## src/rtl/btn_pkg.sv

```systemverilog
// Shared constants for the button conditioner.
// Defaults are derived from the 25 MHz board clock.
// Channel index names follow the snake game control layout.
package btn_pkg;

  localparam int CLK_HZ = 25_000_000;

  // 10 ms debounce window
  localparam int DEBOUNCE_VAL_DEF = CLK_HZ / 100;
  // 0.5 s before the first repeat, then 10 repeats per second
  localparam int REPEAT_DELAY_DEF = CLK_HZ / 2;
  localparam int REPEAT_RATE_DEF  = CLK_HZ / 10;

  localparam int BTN_UP    = 0;
  localparam int BTN_DOWN  = 1;
  localparam int BTN_LEFT  = 2;
  localparam int BTN_RIGHT = 3;

endpackage

```

## src/rtl/btn_debounce_chan.sv

```systemverilog
// One button channel:
//   - 2-flop synchroniser
//   - symmetric debounce counter and stable level
//   - registered press/release pulses
//   - optional auto-repeat down-counter
// Ports:
//   clk, reset  : clock, synchronous active-high reset
//   btn_i       : raw active-high button (asynchronous)
//   level_o     : debounced level
//   press_o     : one-cycle pulse on press and on each repeat
//   release_o   : one-cycle pulse on release
module btn_debounce_chan
  import btn_pkg::*;
#(
  parameter int COUNTER_BIT  = 18,
  parameter int DEBOUNCE_VAL = 5,
  parameter int REPEAT_EN    = 0,
  parameter int REPEAT_BIT   = 24,
  parameter int REPEAT_DELAY = REPEAT_DELAY_DEF,
  parameter int REPEAT_RATE  = REPEAT_RATE_DEF
) (
  input  logic clk,
  input  logic reset,
  input  logic btn_i,
  output logic level_o,
  output logic press_o,
  output logic release_o
);

  localparam logic [COUNTER_BIT-1:0] DB_MAX = COUNTER_BIT'(DEBOUNCE_VAL);

  logic                   sync1_q, sync2_q;
  logic                   stable_q, stable_d;
  logic [COUNTER_BIT-1:0] cnt_q, cnt_d;
  logic                   press_q, press_d;
  logic                   release_q, release_d;
  logic                   rise, fall, rpt_due;

  always_ff @(posedge clk) begin
    if (reset) begin
      sync1_q <= 1'b0;
      sync2_q <= 1'b0;
    end else begin
      sync1_q <= btn_i;
      sync2_q <= sync1_q;
    end
  end

  // Counter saturates at DB_MAX; the level flips on the sample after it
  // gets there, so it never wraps.
  always_comb begin
    cnt_d    = '0;
    stable_d = stable_q;
    if (sync2_q != stable_q) begin
      if (cnt_q == DB_MAX) begin
        stable_d = sync2_q;
      end else begin
        cnt_d = cnt_q + 1'b1;
      end
    end
  end

  assign rise      = stable_d & ~stable_q;
  assign fall      = ~stable_d & stable_q;
  // A release in the same cycle as a due repeat suppresses the repeat.
  assign press_d   = rise | (rpt_due & ~fall);
  assign release_d = fall;

  if (REPEAT_EN != 0) begin : g_rpt
    localparam logic [REPEAT_BIT-1:0] DELAY_LD = REPEAT_BIT'(REPEAT_DELAY - 1);
    localparam logic [REPEAT_BIT-1:0] RATE_LD  = REPEAT_BIT'(REPEAT_RATE - 1);

    logic [REPEAT_BIT-1:0] rpt_q, rpt_d;

    // Down-counter: loaded on press, terminal count marks a due repeat
    // and reloads with the repeat period.
    always_comb begin
      rpt_d = rpt_q;
      if (rise) begin
        rpt_d = DELAY_LD;
      end else if (stable_q) begin
        rpt_d = (rpt_q == '0) ? RATE_LD : rpt_q - 1'b1;
      end
    end

    assign rpt_due = stable_q & (rpt_q == '0);

    always_ff @(posedge clk) begin
      if (reset) begin
        rpt_q <= '0;
      end else begin
        rpt_q <= rpt_d;
      end
    end
  end else begin : g_no_rpt
    logic unused_rpt_cfg;
    assign unused_rpt_cfg = ^{REPEAT_BIT, REPEAT_DELAY, REPEAT_RATE};
    assign rpt_due        = 1'b0;
  end

  always_ff @(posedge clk) begin
    if (reset) begin
      stable_q  <= 1'b0;
      cnt_q     <= '0;
      press_q   <= 1'b0;
      release_q <= 1'b0;
    end else begin
      stable_q  <= stable_d;
      cnt_q     <= cnt_d;
      press_q   <= press_d;
      release_q <= release_d;
    end
  end

  assign level_o   = stable_q;
  assign press_o   = press_q;
  assign release_o = release_q;

endmodule

```

## src/rtl/btn_debounce_multi.sv

```systemverilog
// Multi-channel push-button conditioner.
// Ports:
//   clk, reset   : clock, synchronous active-high reset
//   btn_in       : raw button pins (polarity set by ACTIVE_LOW)
//   btn_out      : debounced levels, 1 = pressed
//   press_out    : one-cycle press / auto-repeat pulses
//   release_out  : one-cycle release pulses
//   any_press    : OR of press_out
module btn_debounce_multi
  import btn_pkg::*;
#(
  parameter int NUM_BTN      = 4,
  parameter int COUNTER_BIT  = 18,
  parameter int DEBOUNCE_VAL = 5,
  parameter int ACTIVE_LOW   = 0,
  parameter int REPEAT_EN    = 0,
  parameter int REPEAT_BIT   = 24,
  parameter int REPEAT_DELAY = REPEAT_DELAY_DEF,
  parameter int REPEAT_RATE  = REPEAT_RATE_DEF
) (
  input  logic               clk,
  input  logic               reset,
  input  logic [NUM_BTN-1:0] btn_in,
  output logic [NUM_BTN-1:0] btn_out,
  output logic [NUM_BTN-1:0] press_out,
  output logic [NUM_BTN-1:0] release_out,
  output logic               any_press
);

  logic [NUM_BTN-1:0] btn_pol;

  assign btn_pol = (ACTIVE_LOW != 0) ? ~btn_in : btn_in;

  for (genvar i = 0; i < NUM_BTN; i++) begin : g_chan
    btn_debounce_chan #(
      .COUNTER_BIT (COUNTER_BIT),
      .DEBOUNCE_VAL(DEBOUNCE_VAL),
      .REPEAT_EN   (REPEAT_EN),
      .REPEAT_BIT  (REPEAT_BIT),
      .REPEAT_DELAY(REPEAT_DELAY),
      .REPEAT_RATE (REPEAT_RATE)
    ) u_chan (
      .clk      (clk),
      .reset    (reset),
      .btn_i    (btn_pol[i]),
      .level_o  (btn_out[i]),
      .press_o  (press_out[i]),
      .release_o(release_out[i])
    );
  end

  // OR of registered pulses, so it lines up with press_out.
  assign any_press = |press_out;

endmodule

```

## config.mk

```make
export PLATFORM = sky130hd
export DESIGN_NAME = btn_debounce_multi
export DESIGN_NICKNAME = d
export VERILOG_FILES = /design/src/rtl/btn_pkg.sv /design/src/rtl/btn_debounce_chan.sv /design/src/rtl/btn_debounce_multi.sv
export SDC_FILE = /design/constraint.sdc
export NUM_CORES = 1
export LEC_CHECK = 0
export CORE_ASPECT_RATIO = 1.25
export CORE_MARGIN = 8
export CORE_UTILIZATION = 64
export DETAILED_ROUTE_END_ITERATION = 10
export PLACE_DENSITY = 0.84
export SYNTH_ARGS = -nofsm -noshare
export SYNTH_HDL_FRONTEND = slang
export SYNTH_SLANG_ARGS = --single-unit
export TNS_END_PERCENT = 30
```

## constraint.sdc

```tcl
create_clock -name clk -period 3.2 [get_ports clk]
set_input_delay 0.64 -clock clk [delete_from_list [all_inputs] [get_ports clk]]
set_output_delay 0.64 -clock clk [all_outputs]
set_load 0.05 [all_outputs]
```

==> flow_summary.toml, run 1 <==
[clocking]
cts.clk_slew.worst_paths_ns = 0.08
cts_root_buf = "clkbuf_8"
clock-sinks = 92
htree_levels = 3
cts_tree = "yes"
post-cts-setup-buffers = 0
cts_buffers = 9
cts_resized = 0
ctsHoldBuffers = 0
clkLatencyLatePin_ns = 0.34
clock_path_buffers = 2

[floorplanning]
die-area_um2 = 9214
die-height_um = 105.3
ios = 19
rows = 32
fp.dieW_um = 87.47
fp.coreArea_um2 = 6166
start_util_pct = 66.27

[logic_synthesis]
yosys.area.top_type = "dfxtp_1"
synth_seq_cells = 92
syn_area_um2 = 4086
synth_cell_types = 39
synth_area_leaders = "dfxtp_1, xnor2_1, nor2_1, nor4_1, nand3_1"
yosysSeqAreaShare_pct = 45.07
synth_top_area_share_pct = 45.07
yosys_warnings = 0
synth.net_count = 479
syn-mean-instance-area_um2 = 8.788
postSynthCellCount = 465

[drt]
avgRoutedWirePerCell_um = 12.90
drtIter0Drc = 99
firstDrtPassIters = 4
antenna_left = 0
num_vias = 3099
drt_drc_violations_left = 0
avgViaCountPerCell = 5.485
drt_wl_total_mm = 7.290

[layout]
area_growth_pct = 9.186
stdcell_count = 565
n_fill_cell = 467
multi_input_area_um2 = 2039
ff_latch_area_um2 = 1842
drive_gt1_share_pct = 6.250
mostFrequentLayoutCell = "dfxtp_1"
final_nets = 489
final_cell_mix = "dfxtp_1, nor2_1, xnor2_1"
fin_util_pct = 72.36
diodes = 0

[sta]
period_needed_ns = 2.509
max_slew_margin_pct = 22.44
timing.fmax_ghz = 0.3985
setup_ws_ns = 0.6907
rsz0062_at_grt = "false"
period_share_pct = 78.41
setup_tns_ns = 0
finalSetupViolations = 0
finalHoldViolations = 0
fin_skew_ns = 0.01009
worst_slew_pin_slew_ns = 1.156
slew_violations = 0

[global_route]
antenna_found_initial = 0
grt_pass1_vias = 2886
grt_pass1_wl_mm = 12.68
globalRouteTotalUtil_pct = 16.75
gr-total-overflow = 0
grt_max_degree = 23

[placed_design]
dp.cells = 549
dp_slack_ns = 0.9140
gp_congestion = 0.8259
hpwl_mm = 5.235
port_buffers = 18

[setup_path]
crit_arrival_ns = 1.87
critPathMaxFanout = 2
cp.required_ns = 2.56
rr_worst_depth = 5
r2r-start = "g_chan[0].u_chan.cnt_q[0]"
worst-setup-path-type = "reg -> out"
start_kind = "flip-flop"
rrSetupSlack_ns = 0.88
end_kind = "output pin"
reg2reg_to = "g_chan[0].u_chan.cnt_q[2]"

[worst_hold_path]
hold_depth = 1
whs_endpoint = "g_chan[1].u_chan.sync2_q"
hp-class = "reg -> reg"
hold_start = "g_chan[1].u_chan.sync1_q"

[pwr]
p_leak_uw = 0.001304
power_density_nw_per_um2 = 437.2
irDropWorstVdd_uv = 318.6

[run]
max-cap-violations = 0

[run_status]
status = "finished, final reports clean"
[cell usage after synthesis (all sizes together)]
master and number:
ha 8, inv 21, nand2 18, o21ba 2, clkbuf 3, xnor2 46
nand3 27, nor2 80, o21ai 12, o21a 3, mux2i 1, or4b 1
a21oi 9, nand4 18, o211a 1, dfxtp 92, buf 17, a31o 1
xor2 10, or3 6, nor4b 5, nand2b 8, nor3 26, nand4b 1
o41ai 2, or4 2, or2 2, nor2b 11, and4 4, and3 2
nor4 26
[how the worst max path moves through the flow]
stage / startpoint / endpoint / cells after the start
3_5_place_dp: g_chan[0].u_chan.cnt_q[0] / g_chan[0].u_chan.cnt_q[2] / 5
5_1_grt: g_chan[0].u_chan.cnt_q[0] / g_chan[0].u_chan.cnt_q[2] / 5
3_3_place_gp: reset / g_chan[1].u_chan.cnt_q[3] / 4
4_1_cts: g_chan[1].u_chan.press_o / any_press / 2
2_1_floorplan: g_chan[0].u_chan.cnt_q[0] / g_chan[0].u_chan.cnt_q[10] / 6
6_report: g_chan[1].u_chan.press_o / any_press / 2
[sequential cells by signal (all words and copies together) (netlist names)]
signal,cells
g_chan.u_chan.cnt_q,72
g_chan.u_chan.level_o,4
g_chan.u_chan.press_o,4
g_chan.u_chan.release_o,4
g_chan.u_chan.sync1_q,4
g_chan.u_chan.sync2_q,4
[metrics by stage]
step	hold WS [ns]	cell area (µm²)	total power, µW
2_1_floorplan	0.4138	4086	1200
3_3_place_gp	0.4172	4254	1210
3_5_place_dp	0.4220	4254	1211
4_1_cts	0.4412	4462	1971
5_1_grt	0.4565	4462	2017
6_report	0.4400	4462	1951
[area by class of cell]
type / instances / area share [%]
Multi-Input combinational cell: 332 / 45.71
Timing Repair Buffer: 19 / 4.206
Clock inverter: 2 / 0.3365
Clock buffer: 14 / 4.319
Sequential cell: 92 / 41.28
Inverter: 21 / 1.767
Tap cell: 85 / 2.384
[kinds of logic after synthesis]
kind of cell | count (synthesis) | synth area share [%]
and+or+nand+nor | 237 | 30.53
DFF | 92 | 45.07
xor gates and xnor gates | 56 | 12.00
buffers and inverters | 41 | 5.022
AOI/OAI and AO/OA | 30 | 4.685
adders and majority gates | 8 | 2.450
muxes | 1 | 0.2450
[where the power goes]
| group | total [µW] | internal [µW] | switching (µW) |
|---|---|---|---|
| registers | 1150 | 1150 | 4.37 |
| clock network | 767 | 389 | 378 |
| logic | 29.7 | 13.0 | 16.7 |
| total | 1950 | 1550 | 399 |
[critical path: stages (launching register included)]
cell	delay [ns]
dfxtp_1	0.31
or4_1	0.51
clkdlybuf4s50_1	0.71
[metal layers]
layer / vias to the layer above / GRT usage, % / part of all wire [%]
met5: - / 0 / 0
met4: 0 / 7.891 / 2.3
met3: 14 / 3.652 / 3.0
met2: 39 / 27.36 / 47
met1: 1426 / 20.23 / 47
li1: 1620 / - / -
Note: power is estimated with default switching activity, not from simulation.
==> run 2: changes to the inputs <==
--- a/config.mk
+++ b/config.mk
@@ -7,9 +7,9 @@
 export LEC_CHECK = 0
 export CORE_ASPECT_RATIO = 1.25
 export CORE_MARGIN = 8
-export CORE_UTILIZATION = 64
+export CORE_UTILIZATION = 60
 export DETAILED_ROUTE_END_ITERATION = 10
-export PLACE_DENSITY = 0.84
+export PLACE_DENSITY = 0.79
 export SYNTH_ARGS = -nofsm -noshare
 export SYNTH_HDL_FRONTEND = slang
 export SYNTH_SLANG_ARGS = --single-unit
==> constraint.sdc (replaced) <==
create_clock -name clk -period 2.5 [get_ports clk]
set_input_delay 0.5 -clock clk [delete_from_list [all_inputs] [get_ports clk]]
set_output_delay 0.5 -clock clk [all_outputs]
set_load 0.05 [all_outputs]
==> flow_summary.toml, run 2 (synthesis gave the netlist of run 1 again) <==
[sta]
max_slew_margin_pct = 22.37
period_share_pct = 94.80
period_needed_ns = 2.370
slew_violations = 0
worst_slew_pin_slew_ns = 1.157
rsz0062_at_grt = "false"
finalHoldViolations = 0
fin_skew_ns = 0.01062
finalSetupViolations = 0
setup_tns_ns = 0
timing.fmax_ghz = 0.4220

[clocking]
clock_path_buffers = 2
post-cts-setup-buffers = 0
clkLatencyLatePin_ns = 0.35
cts_tree = "yes"
cts_buffers = 9
clock-sinks = 92
cts.clk_slew.worst_paths_ns = 0.09
htree_levels = 3
cts_resized = 0
ctsHoldBuffers = 0
cts_root_buf = "clkbuf_8"

[global_route]
globalRouteTotalUtil_pct = 16.35
grt_max_degree = 26
gr-total-overflow = 0
grt_pass1_vias = 2916
grt_pass1_wl_mm = 13.23
antenna_found_initial = 0

[drt]
antenna_left = 0
avgRoutedWirePerCell_um = 13.41
drt_drc_violations_left = 0
drt_wl_total_mm = 7.632
firstDrtPassIters = 5
drtIter0Drc = 100
num_vias = 3164
avgViaCountPerCell = 5.561

[pwr]
power.switching_uw = 549.6
power_density_nw_per_um2 = 560.3
swShare_pct = 21.93
clockPowerShare_pct = 39.4
p_int_uw = 1957
pwr-share-comb_pct = 1.6
p_leak_uw = 0.001311
irDropWorstVdd_uv = 416.2
power_frac_seq_pct = 59.0
total_power_uw = 2506

[layout]
largest_register = "g_chan.u_chan.cnt_q"
mostFrequentLayoutCell = "dfxtp_1"
area_growth_pct = 9.461
diodes = 0
final_cell_mix = "dfxtp_1, nor2_1, xnor2_1"
largest_reg_flops = 72
final_nets = 491
drive_gt1_share_pct = 6.639

[floorplanning]
rows = 33
ios = 19
fp.coreArea_um2 = 6565
die-area_um2 = 9724
start_util_pct = 62.25
fp.dieW_um = 89.82
die-height_um = 108.3

[placed_design]
port_buffers = 18
gp_congestion = 0.8255
hpwl_mm = 5.353

[run]
max-cap-violations = 0

[setup_path]
end_kind = "output pin"
cp.required_ns = 2.00
start_kind = "flip-flop"
crit_arrival_ns = 1.87
rrSetupSlack_ns = 0.36
worst-setup-path-type = "reg -> out"
critPathMaxFanout = 2

[worst_hold_path]
hp-class = "reg -> reg"

[run_status]
status = "finished, final reports clean"
-- run 2: changes by cell type in the layout (fill, tap and decap cells not counted) --
cell,delta
clkbuf_8,-5
clkinv_2,+1
bufinv_16,+1
clkinvlp_4,-1
buf_4,+2
clkinv_4,+4
-- run 2: area by class of cell --
class	instances	area, µm²
Fill cell	537	2092
Tap cell	87	108.9
Multi-Input combinational cell	332	2039
Timing Repair Buffer	21	202.7
Clock inverter	7	77.57
Clock buffer	9	123.9
Sequential cell	92	1842
Inverter	21	78.83
-- run 2: per-layer routing --
metal,track usage (%),vias to the layer above,part of all wire (%),routed length [µm]
met3,4.435,8,3.3,252
li1,-,1620,-,-
met1,19.56,1482,45,3451
met2,27.03,54,50,3810
met5,0,-,0,0
met4,7.394,0,1.5,118
-- run 2: final timing paths --
check                                 start                        end  cells past startpoint
hold / removal     g_chan[0].u_chan.sync1_q   g_chan[0].u_chan.sync2_q                      1
setup / recovery   g_chan[1].u_chan.press_o                  any_press                      2
hold reg to reg    g_chan[0].u_chan.sync1_q   g_chan[0].u_chan.sync2_q                      1
setup reg to reg  g_chan[1].u_chan.cnt_q[2]  g_chan[1].u_chan.cnt_q[9]                      4
-- run 2: metrics by stage --
stage	instance area [µm²]	cells	hold slack, ns	util (%)	setup WS, ns
after CTS	4473	569	0.4463	68.13	0.1126
final	4473	569	0.4434	68.13	0.1301
after detailed placement	4272	553	0.4268	65.07	0.4114
after global routing	4473	569	0.4530	68.13	0.06331
after floorplan	4086	465	0.4138	-	0.7905
after global placement	4272	553	0.4191	65.07	0.4972
-- run 2: worst max-delay path, cell delays in order (launching register included) --
cell             delay (ns)
dfxtp_1                0.31
or4_1                  0.50
clkdlybuf4s50_1        0.71
-- run 2: power groups by stage --
| stage | logic [µW] | registers (µW) | clock network, µW |
|---|---|---|---|
| floorplan | 25.9 | 1510 | 0 |
| global placement | 39.3 | 1510 | 0 |
| detailed placement | 40.0 | 1510 | 0 |
| CTS | 40.3 | 1480 | 1010 |
| global route | 45.1 | 1480 | 1080 |
| finish | 40.0 | 1480 | 989 |
==> run 3: changes to the inputs <==
--- a/config.mk
+++ b/config.mk
@@ -13,4 +13,3 @@
 export SYNTH_ARGS = -nofsm -noshare
 export SYNTH_HDL_FRONTEND = slang
 export SYNTH_SLANG_ARGS = --single-unit
-export TNS_END_PERCENT = 30
==> results of run 3 <==
Final layout, timing and power as in run 2 (identical DEF).
